`config.mk`:
```
export PLATFORM = sky130hd
export DESIGN_NAME = mem_port_arbiter_flat
export DESIGN_NICKNAME = d
export VERILOG_FILES = /design/src/rtl/mem_port_arbiter_pkg.sv /design/src/rtl/mem_port_arbiter_if.sv /design/src/rtl/mem_port_arbiter.sv /design/src/flat_wrapper.sv
export SDC_FILE = /design/constraint.sdc
export NUM_CORES = 1
export LEC_CHECK = 0
export ABC_AREA = 1
export CAP_MARGIN = 20
export CORE_MARGIN = 4
export CORE_UTILIZATION = 38
export DETAILED_ROUTE_END_ITERATION = 10
export PLACE_DENSITY = 0.89
export SLEW_MARGIN = 30
export SYNTH_ARGS = -nofsm -noshare
export SYNTH_HDL_FRONTEND = slang
export SYNTH_SLANG_ARGS = --single-unit
```
`constraint.sdc`:
```
create_clock -name clk -period 3.1 [get_ports clk]
set_input_delay 0.62 -clock clk [delete_from_list [all_inputs] [get_ports clk]]
set_output_delay 0.62 -clock clk [all_outputs]
set_load 0.03 [all_outputs]
```
`src/rtl/mem_port_arbiter_pkg.sv`:
```
// Shared types for the unified-memory port arbiter: FSM state, read owner and default widths.
package arb_pkg;

  localparam int ARB_ADDR_W = 32;
  localparam int ARB_DATA_W = 32;

  typedef enum logic {
    IDLE = 1'b0,
    BUSY = 1'b1
  } arb_state_e;

  typedef enum logic {
    OWN_IF = 1'b0,
    OWN_LS = 1'b1
  } arb_owner_e;

endpackage

```
`src/rtl/mem_port_arbiter_if.sv`:
```
// Request/grant/read-return bundle between fetch, load/store, the memory macro and the arbiter.
interface mem_port_arbiter_if
  import arb_pkg::*;
#(
  parameter int ADDR_W = ARB_ADDR_W,
  parameter int DATA_W = ARB_DATA_W
);

  logic              if_req;
  logic [ADDR_W-1:0] if_addr;
  logic              if_gnt;
  logic              if_rvalid;
  logic [DATA_W-1:0] if_rdata;

  logic              ls_req;
  logic              ls_we;
  logic [ADDR_W-1:0] ls_addr;
  logic [DATA_W-1:0] ls_wdata;
  logic              ls_gnt;
  logic              ls_rvalid;
  logic [DATA_W-1:0] ls_rdata;

  logic              mem_en;
  logic              mem_we;
  logic [ADDR_W-1:0] mem_addr;
  logic [DATA_W-1:0] mem_wdata;
  logic [DATA_W-1:0] mem_rdata;

  logic              o_stall;

  modport slave (
    input  if_req, if_addr, ls_req, ls_we, ls_addr, ls_wdata, mem_rdata,
    output if_gnt, if_rvalid, if_rdata, ls_gnt, ls_rvalid, ls_rdata,
    output mem_en, mem_we, mem_addr, mem_wdata, o_stall
  );

  modport master (
    output if_req, if_addr, ls_req, ls_we, ls_addr, ls_wdata, mem_rdata,
    input  if_gnt, if_rvalid, if_rdata, ls_gnt, ls_rvalid, ls_rdata,
    input  mem_en, mem_we, mem_addr, mem_wdata, o_stall
  );

endinterface

```
`src/rtl/mem_port_arbiter.sv`:
```
// Single-port memory arbiter between fetch and load/store with starvation guard and pipeline stall.
// Optional saturating perf counters are built when ARB_PERF_CNT_EN is defined.
module mem_port_arbiter
  import arb_pkg::*;
#(
  parameter int ADDR_W     = ARB_ADDR_W,
  parameter int DATA_W     = ARB_DATA_W,
  parameter int MEM_LAT    = 2,
  parameter int STARVE_MAX = 3
) (
  input  logic               clk,
  input  logic               rst,
  mem_port_arbiter_if.slave  bus
`ifdef ARB_PERF_CNT_EN
  ,
  output logic [15:0]        perf_conflicts,
  output logic [15:0]        perf_ls_stall
`endif
);

  localparam int LAT_W = (MEM_LAT > 1) ? $clog2(MEM_LAT) : 1;
  localparam int ST_W  = $clog2(STARVE_MAX + 1);

  arb_state_e        state_q;
  arb_owner_e        owner_q;
  logic [LAT_W-1:0]  lat_q;
  logic [ST_W-1:0]   starve_q;
  logic [DATA_W-1:0] if_rdata_q;
  logic [DATA_W-1:0] ls_rdata_q;

  logic window, rd_done, starved, if_win;
  logic ls_stall_term;

  function automatic logic [15:0] sat_inc16(input logic [15:0] v);
    return (v == 16'hFFFF) ? v : v + 16'd1;
  endfunction

  // Grant window: idle, or the outstanding read returns this cycle.
  assign rd_done = ~rst & (state_q == BUSY) & (lat_q == '0);
  assign window  = ~rst & ((state_q == IDLE) | (lat_q == '0));
  assign starved = (starve_q == ST_W'(STARVE_MAX));
  assign if_win  = bus.if_req & (~bus.ls_req | starved);

  assign bus.if_gnt    = window & if_win;
  assign bus.ls_gnt    = window & bus.ls_req & ~if_win;
  assign bus.if_rvalid = rd_done & (owner_q == OWN_IF);
  assign bus.ls_rvalid = rd_done & (owner_q == OWN_LS);
  assign bus.if_rdata  = bus.if_rvalid ? bus.mem_rdata : if_rdata_q;
  assign bus.ls_rdata  = bus.ls_rvalid ? bus.mem_rdata : ls_rdata_q;

  assign bus.mem_en    = bus.if_gnt | bus.ls_gnt;
  assign bus.mem_we    = bus.ls_gnt & bus.ls_we;
  assign bus.mem_addr  = bus.ls_gnt ? bus.ls_addr :
                         bus.if_gnt ? bus.if_addr : '0;
  assign bus.mem_wdata = bus.mem_we ? bus.ls_wdata : '0;

  assign ls_stall_term = ~rst & ((bus.ls_req & ~bus.ls_gnt) |
                                 ((state_q == BUSY) & (owner_q == OWN_LS) & ~bus.ls_rvalid));
  assign bus.o_stall   = ls_stall_term | (~rst & bus.if_req & ~bus.if_gnt);

  always_ff @(posedge clk) begin
    if (rst) begin
      state_q    <= IDLE;
      owner_q    <= OWN_IF;
      lat_q      <= '0;
      starve_q   <= '0;
      if_rdata_q <= '0;
      ls_rdata_q <= '0;
    end else begin
      if (bus.if_rvalid) if_rdata_q <= bus.mem_rdata;
      if (bus.ls_rvalid) ls_rdata_q <= bus.mem_rdata;

      if (bus.mem_en & ~bus.mem_we) begin
        state_q <= BUSY;
        owner_q <= bus.ls_gnt ? OWN_LS : OWN_IF;
        lat_q   <= LAT_W'(MEM_LAT - 1);
      end else if (state_q == BUSY) begin
        if (lat_q != '0) lat_q   <= lat_q - 1'b1;
        else             state_q <= IDLE;
      end

      // A fetch that is not waiting cannot be starved, so its counter restarts.
      if (~bus.if_req | bus.if_gnt)       starve_q <= '0;
      else if (bus.ls_gnt & ~starved)     starve_q <= starve_q + 1'b1;
    end
  end

`ifdef ARB_PERF_CNT_EN
  always_ff @(posedge clk) begin
    if (rst) begin
      perf_conflicts <= '0;
      perf_ls_stall  <= '0;
    end else begin
      if (bus.if_req & bus.ls_req) perf_conflicts <= sat_inc16(perf_conflicts);
      if (ls_stall_term)           perf_ls_stall  <= sat_inc16(perf_ls_stall);
    end
  end
`endif

endmodule
```
`src/flat_wrapper.sv`:
```
// flat-port wrapper written by rule: the top's interface ports become plain ports
module mem_port_arbiter_flat import arb_pkg::*;
#(
  parameter int ADDR_W     = ARB_ADDR_W,
  parameter int DATA_W     = ARB_DATA_W,
  parameter int MEM_LAT    = 2,
  parameter int STARVE_MAX = 3
)
  (clk, rst, bus_if_req, bus_if_addr, bus_ls_req, bus_ls_we, bus_ls_addr, bus_ls_wdata, bus_mem_rdata, bus_if_gnt, bus_if_rvalid, bus_if_rdata, bus_ls_gnt, bus_ls_rvalid, bus_ls_rdata, bus_mem_en, bus_mem_we, bus_mem_addr, bus_mem_wdata, bus_o_stall);
  mem_port_arbiter_if #(.ADDR_W(ADDR_W), .DATA_W(DATA_W)) bus_i ();
  input  logic clk;
  input  logic rst;
  input wire logic [$bits(bus_i.if_req)-1:0] bus_if_req;
  input wire logic [$bits(bus_i.if_addr)-1:0] bus_if_addr;
  input wire logic [$bits(bus_i.ls_req)-1:0] bus_ls_req;
  input wire logic [$bits(bus_i.ls_we)-1:0] bus_ls_we;
  input wire logic [$bits(bus_i.ls_addr)-1:0] bus_ls_addr;
  input wire logic [$bits(bus_i.ls_wdata)-1:0] bus_ls_wdata;
  input wire logic [$bits(bus_i.mem_rdata)-1:0] bus_mem_rdata;
  output wire logic [$bits(bus_i.if_gnt)-1:0] bus_if_gnt;
  output wire logic [$bits(bus_i.if_rvalid)-1:0] bus_if_rvalid;
  output wire logic [$bits(bus_i.if_rdata)-1:0] bus_if_rdata;
  output wire logic [$bits(bus_i.ls_gnt)-1:0] bus_ls_gnt;
  output wire logic [$bits(bus_i.ls_rvalid)-1:0] bus_ls_rvalid;
  output wire logic [$bits(bus_i.ls_rdata)-1:0] bus_ls_rdata;
  output wire logic [$bits(bus_i.mem_en)-1:0] bus_mem_en;
  output wire logic [$bits(bus_i.mem_we)-1:0] bus_mem_we;
  output wire logic [$bits(bus_i.mem_addr)-1:0] bus_mem_addr;
  output wire logic [$bits(bus_i.mem_wdata)-1:0] bus_mem_wdata;
  output wire logic [$bits(bus_i.o_stall)-1:0] bus_o_stall;
  assign bus_i.if_req = bus_if_req;
  assign bus_i.if_addr = bus_if_addr;
  assign bus_i.ls_req = bus_ls_req;
  assign bus_i.ls_we = bus_ls_we;
  assign bus_i.ls_addr = bus_ls_addr;
  assign bus_i.ls_wdata = bus_ls_wdata;
  assign bus_i.mem_rdata = bus_mem_rdata;
  assign bus_if_gnt = bus_i.if_gnt;
  assign bus_if_rvalid = bus_i.if_rvalid;
  assign bus_if_rdata = bus_i.if_rdata;
  assign bus_ls_gnt = bus_i.ls_gnt;
  assign bus_ls_rvalid = bus_i.ls_rvalid;
  assign bus_ls_rdata = bus_i.ls_rdata;
  assign bus_mem_en = bus_i.mem_en;
  assign bus_mem_we = bus_i.mem_we;
  assign bus_mem_addr = bus_i.mem_addr;
  assign bus_mem_wdata = bus_i.mem_wdata;
  assign bus_o_stall = bus_i.o_stall;
  mem_port_arbiter #(.ADDR_W(ADDR_W), .DATA_W(DATA_W), .MEM_LAT(MEM_LAT), .STARVE_MAX(STARVE_MAX)) u_core (.clk(clk), .rst(rst), .bus(bus_i));
endmodule
```
==> results.md, run 1 <==
* Status: finished, final reports clean
* Final Non-Filler Cells at 1021
* First-pass GRT wire length at roughly 20000 µm
* CP max stage cell: clkdlybuf4s50_1
* Multi-input gate area at 1490 µm²
* CP Launch Type: input port
* Final core utilization at 0.684
* Nets@finish at ~1000
* Clk pin slew, worst setup/hold paths at around 0.07 ns
* #FFs+latches synth at 69
* Post-DR wirelength/cell at about 13 µm
* Tcrit/Tclk final at 0.928
* Site row count at 35
* Setup CP Type: input port to primary output
* Dpl hpwl at 10400 µm
* Commonest non-fill, non-tap cells in the layout: inv_1, nand2_1, clkdlybuf4s50_1
* HP Class: flop to flop
* Port Buffers at around 270
* RePlAce Congestion at 0.868
* Placed cells at approximately 1000
* Worst path bufs/invs at 3
* Area grow syn2layout at 72.5%
* Syn Inst Count at roughly 630
* Clock Skew at slightly above 0.01 ns
* TNS Setup at 0 ns
* DIE AREA at 11500 µm²
* Worst-margin pin slew at 0.695 ns
* Iteration count of the initial detailed-routing pass at 4
* Largest area contributor in the netlist: dfxtp_1
* Fmax at between 300 and 400 MHz
* YS warnings at 0
* Placed instance area at around 6200 µm²
* Share of cells above drive strength 1 at 0.163
* Vias per inst at ~4.3
* Pins Over Slew Limit at 0
* GRT Total Usage at 0.221
* Drt first-iter violations at 280
* Pwr/cell area at 349 nW/µm²
* Final setup violation count at 0
* CP most frequent cell: clkdlybuf4s50_1
* Largest net degree at the start of global routing at 67
* Clock network latency to the later pin of the worst-skew pair at approximately 0.33 ns
* Sequential Area at roughly 1400 µm²
* Synth top area share at 0.370
* Final WL at roughly 13000 µm
* Slew Limit Headroom at 0.537
* Async SR Flop Fraction at 0
* Antenna violations before repair at 0
* Worst EP required at 2.48 ns
* EDFF count, synth at 0
* Max cap viols at 0
* CP cell instances: clkdlybuf4s50_1 -> inv_1 -> nor2_2 -> nand2_2 -> nor2_4 -> clkdlybuf4s50_1
* Final Hold Fails at 0
* H-tree lvl count at 3
* CTS max path bufs at 2
* R2r setup slk at roughly 1.5 ns
* Fin crit period at ~2.9 ns
* Most common cell after layout, fill and taps aside: inv_1
* Unique masters post-synth at 21
* CTS buffer count at 9
* Fill cell count at around 830
* Remaining antenna violation count at 0
* Total power at 0.00224 W
* Crit end category: primary output
* IO Count at 268
* Net count after synthesis at 765
* Core Area at ~9400 µm²
* Synthesized area at approximately 3700 µm²
* CTS tree: done
* Seq/Total Area, Yosys at 0.370
* # DRC at 0
* Die W at 107 µm
* Worst-path fanout max at 4
* Leak at ~4 nW
* Mean Syn Cell Area at between 5 and 6 µm²
* RSZ-0062 raised after global routing: false
* Maximum vdd drop at 0.333 mV
* Diode count at 0
* Sink Count at between 60 and 70
* Starting density of the core at 0.396
* Crit-path max cell delay at ~0.7 ns
* Prevailing post-synth register cell: dfxtp_1
* Grt total ovfl at 0
* Vias in the first global route at between 4000 and 5000
* Crit path DAT at ~2.3 ns
* Die Span Y at ~110 µm
* Synth top area cells: dfxtp_1, inv_1, nand2_1
* Kind of cell adding the most delay to the critical path: buffers and inverters
* Via count at 4379
* Final Cell Area at roughly 6400 µm²
* CTS root buf: clkbuf_8
[synthesized netlist by cell type (3+ instances only)]
library cell,number
inv_1,170
nand2_1,168
nor2_1,100
dfxtp_1,69
o21ai_1,55
o21ai_0,12
buf_6,10
clkbuf_1,8
nand3_1,8
buf_4,6
a21oi_1,5
buf_2,5
inv_2,5
nand2_2,3
[final cells by class]
| type | instances | area share |
|---|---|---|
| Inverter | 175 | 0.102 |
| Multi-Input combinational cell | 357 | 0.231 |
| Clock inverter | 7 | 0.0103 |
| Tap cell | 129 | 0.0251 |
| Timing Repair Buffer | 275 | 0.398 |
| Clock buffer | 9 | 0.0192 |
| Sequential cell | 69 | 0.215 |
[report_power, final]
| part | internal [W] | switching (W) | total [W] |
|---|---|---|---|
| combinational | 0.000297 | 0.000331 | 0.000629 |
| sequential | 0.000907 | 0.00000699 | 0.000914 |
| clock | 0.000367 | 0.000335 | 0.000702 |
| total | 0.00157 | 0.000673 | 0.00224 |
[through the flow]
| step | setup slack (ns) | hold WS (ns) |
|---|---|---|
| floorplan | 0.633 | 0.456 |
| global placement | 0.125 | 0.474 |
| detailed placement | 0.103 | 0.471 |
| CTS | 0.0956 | 0.484 |
| global route | 0.111 | 0.521 |
| finish | 0.224 | 0.489 |
[logic make-up after synthesis]
kind of cell / count (synthesis) / synth area share
simple gates: 283 / 0.294
compound gates: 73 / 0.0986
fa+ha+maj: 1 / 0.00335
buf+inv: 205 / 0.234
flops: 69 / 0.370
[flip-flops by register name, summed over array words and instances (netlist names)]
| name | flops |
|---|---|
| u_core.lat_q | 1 |
| u_core.if_rdata_q | 32 |
| u_core.state_q | 1 |
| u_core.ls_rdata_q | 32 |
| u_core.owner_q | 1 |
| u_core.starve_q | 2 |
[repair_timing]
item                       in CTS  in global routing
hold buffers                    0                  0
setup endpoints to repair       0                  1
setup buffers                   0                  0
gates resized for setup         0                  1
[worst register-to-register path: stages (launching register included)]
cell	delay, ns
dfxtp_1	0.34
inv_1	0.06
nor2_1	0.17
nand3_2	0.11
buf_12	0.18
buf_4	0.26
o21ai_0	0.27
nor2_1	0.07
[per-layer routing]
metal  GRT usage  wire length [µm]  up-vias  part of all wire
li1            -                 -     2310                 -
met1       0.261              5470     1907              0.41
met2       0.386              6490      148              0.49
met3      0.0698              1160       14             0.088
met4      0.0548               163        0             0.012
met5           0                 0        -                 0
[final timing paths]
path,startpoint,to,cells after the start
worst max-delay path,bus_ls_req,bus_mem_we,6
worst min-delay path,u_core.starve_q[1]$_SDFFE_PP0P_,u_core.starve_q[1]$_SDFFE_PP0P_,2
worst max register to register,u_core.state_q$_SDFF_PP0_,u_core.ls_rdata_q[23]$_SDFF_PP0_,7
worst min register to register,u_core.starve_q[1]$_SDFFE_PP0P_,u_core.starve_q[1]$_SDFFE_PP0P_,2
Note: power is estimated with default switching activity, not from simulation.
==> run 2, diff against run 1 <==
--- a/config.mk
+++ b/config.mk
@@ -5,10 +5,10 @@
 export SDC_FILE = /design/constraint.sdc
 export NUM_CORES = 1
 export LEC_CHECK = 0
-export ABC_AREA = 1
+export ABC_AREA = 0
 export CAP_MARGIN = 20
 export CORE_MARGIN = 4
-export CORE_UTILIZATION = 38
+export CORE_UTILIZATION = 36
 export DETAILED_ROUTE_END_ITERATION = 10
 export PLACE_DENSITY = 0.89
 export SLEW_MARGIN = 30
==> results.md, run 2 <==
* Fill cell count at 663
* Port Buffers at 267
* Drt first-iter violations at 160
* Worst EP required at 2.48 ns
* Final setup violation count at 0
* Final Cell Area at ~6400 µm²
* Most numerous cell in the Yosys netlist: nand2_1
* Most frequent cells after synthesis: nand2_1, a21oi_1, dfxtp_1
* Tcrit/Tclk final at 0.977
* RePlAce Congestion at approximately 0.86
* CTS buffer count at 9
* Placed cells at approximately 810
* Worst-margin pin slew at about 0.43 ns
* Most common cell after layout, fill and taps aside: nand2_1
* CTS root buf: clkbuf_8
* Crit path DAT at roughly 2.4 ns
* Final WL at ~14000 µm
* Remaining antenna violation count at 0
* Synth top area cells: dfxtp_1, nand2_1, a21oi_1
* Sink Count at 69
* Diode count at 0
* DIE AREA at ~11000 µm²
* Final Non-Filler Cells at just over 800
* Pins Over Slew Limit at 0
* CTS tree: done
* Largest net degree at the start of global routing at ~70
* Vias in the first global route at approximately 4100
* Vias per inst at approximately 5.1
* Mean Syn Cell Area at around 7.2 µm²
* Total power at 0.00243 W
* Top Registers: u_core.if_rdata_q: 32 flops, u_core.ls_rdata_q: 32 flops, u_core.starve_q: 2 flops
* Async SR Flop Fraction at 0
* Via count at 4179
* Dpl hpwl at about 11000 µm
* Crit end category: primary output
* Fin crit period at between 3 and 4 ns
* IO Count at 268
* Fmax at between 300 and 400 MHz
* Clk pin slew, worst setup/hold paths at approximately 0.070 ns
* Iteration count of the initial detailed-routing pass at 4
* Seq/Total Area, Yosys at 0.416
* Core Area at just under 9000 µm²
* Syn Inst Count at 459
* Synthesized area at 3320 µm²
* Prevailing post-synth register cell: dfxtp_1
* Max cap viols at 0
* Clock Skew at ~0.006 ns
* Pwr/cell area at between 300 and 400 nW/µm²
* GRT Total Usage at 0.244
* Antenna violations before repair at 0
* Starting density of the core at 0.375
* Site row count at 34
* CTS max path bufs at 2
* Clock network latency to the later pin of the worst-skew pair at between 0.3 and 0.4 ns
* CTS Hold Buffers Added at 0
* #FFs+latches synth at 69
* Slew Limit Headroom at 0.712
* Worst-path fanout max at 33
* Status: finished, final reports clean
* Die Span Y at around 100 µm
* # DRC at 0
* Final Hold Fails at 0
* Final core utilization at 0.725
* Share of cells above drive strength 1 at 0.189
* Largest area contributor in the netlist: dfxtp_1
* Die W at 104 µm
* First-pass GRT wire length at 21100 µm
* EDFF count, synth at 0
* Multi-input gate area at between 1500 and 2000 µm²
* Unique masters post-synth at 28
* YS warnings at 0
* Nets@finish at around 850
* Leak at approximately 3.1 nW
* Setup CP Type: flop to primary output
* Synth top area share at 0.416
* Commonest non-fill, non-tap cells in the layout: nand2_1, clkdlybuf4s50_1, buf_4
* H-tree lvl count at 3
* Maximum vdd drop at about 0.22 mV
* Sequential Area at 1380 µm²
* HP Class: flop to flop
* Post-DR wirelength/cell at around 17 µm
* Net count after synthesis at 593
* Area grow syn2layout at 93.3%
* Placed instance area at 6150 µm²
* Grt total ovfl at 0
* CP Launch Type: flop
[run 2: cell count changes in the layout (fill, tap and decap cells not counted), moves of 23 or more]
cell / delta
buf_4: -25
a22o_1: +32
nor2_1: -100
a21oi_1: +65
inv_1: -169
buf_12: +23
nand2_1: +24
o21ai_1: -55
and3_1: +32
[run 2: cells by family after synthesis]
group,synth area share
buffers and inverters,0.0611
AND/OR/NAND/NOR,0.310
AO/OA/AOI/OAI,0.205
adder cells (fa/ha/maj),0.00377
flip-flops,0.416
multiplexers,0.00339
[run 2: cell type report]
class / instances / share of cell area
Clock inverter: 6 / 0.0175
Timing Repair Buffer: 277 / 0.449
Clock buffer: 9 / 0.0193
Multi-Input combinational cell: 350 / 0.272
Inverter: 4 / 0.00643
Tap cell: 108 / 0.0211
Sequential cell: 69 / 0.215
[run 2: where the power goes]
group,switching [W],internal (W)
logic,0.000310,0.000342
registers,0.00000642,0.000903
clock network,0.000341,0.000531
total,0.000657,0.00178
[run 2: critical path, stage by stage (launching register included)]
cell	delay, ns
dfxtp_1	0.33
or4b_1	0.58
bufinv_16	0.30
nand2_1	0.09
nand2_1	0.09
clkdlybuf4s50_1	0.67
[run 2: what timing repair did]
item / 4_1_cts / 5_1_grt
endpoints found under the setup margin: 0 / 15
buffers inserted: 0 / 0
gates resized for setup: 0 / 5
[run 2: layer usage]
metal / GRT usage / part of all wire / up-vias
li1: - / - / 2055
met1: 0.226 / 0.34 / 1922
met2: 0.489 / 0.56 / 172
met3: 0.0677 / 0.074 / 30
met4: 0.103 / 0.029 / 0
met5: 0 / 0 / -
[run 2: per-stage QoR]
step / setup slack, ns / hold slack, ns / TNS [ns]
3_3_place_gp: 0.124 / 0.450 / 0
5_1_grt: -0.0116 / 0.485 / -0.0460
4_1_cts: 0.0611 / 0.467 / 0
3_5_place_dp: 0.0806 / 0.456 / 0
2_1_floorplan: 0.527 / 0.444 / 0
6_report: 0.0701 / 0.463 / 0
[run 2: worst paths after layout]
| kind | from | to | slack (ns) | cells after the start |
|---|---|---|---|---|
| max | u_core.owner_q$_SDFFE_PP0P_ | bus_if_rdata[14] | 0.07 | 5 |
| min | u_core.ls_rdata_q[0]$_SDFF_PP0_ | u_core.ls_rdata_q[0]$_SDFF_PP0_ | 0.46 | 2 |
| max reg2reg | u_core.owner_q$_SDFFE_PP0P_ | u_core.if_rdata_q[9]$_SDFF_PP0_ | 1.53 | 4 |
| min reg2reg | u_core.ls_rdata_q[0]$_SDFF_PP0_ | u_core.ls_rdata_q[0]$_SDFF_PP0_ | 0.46 | 2 |
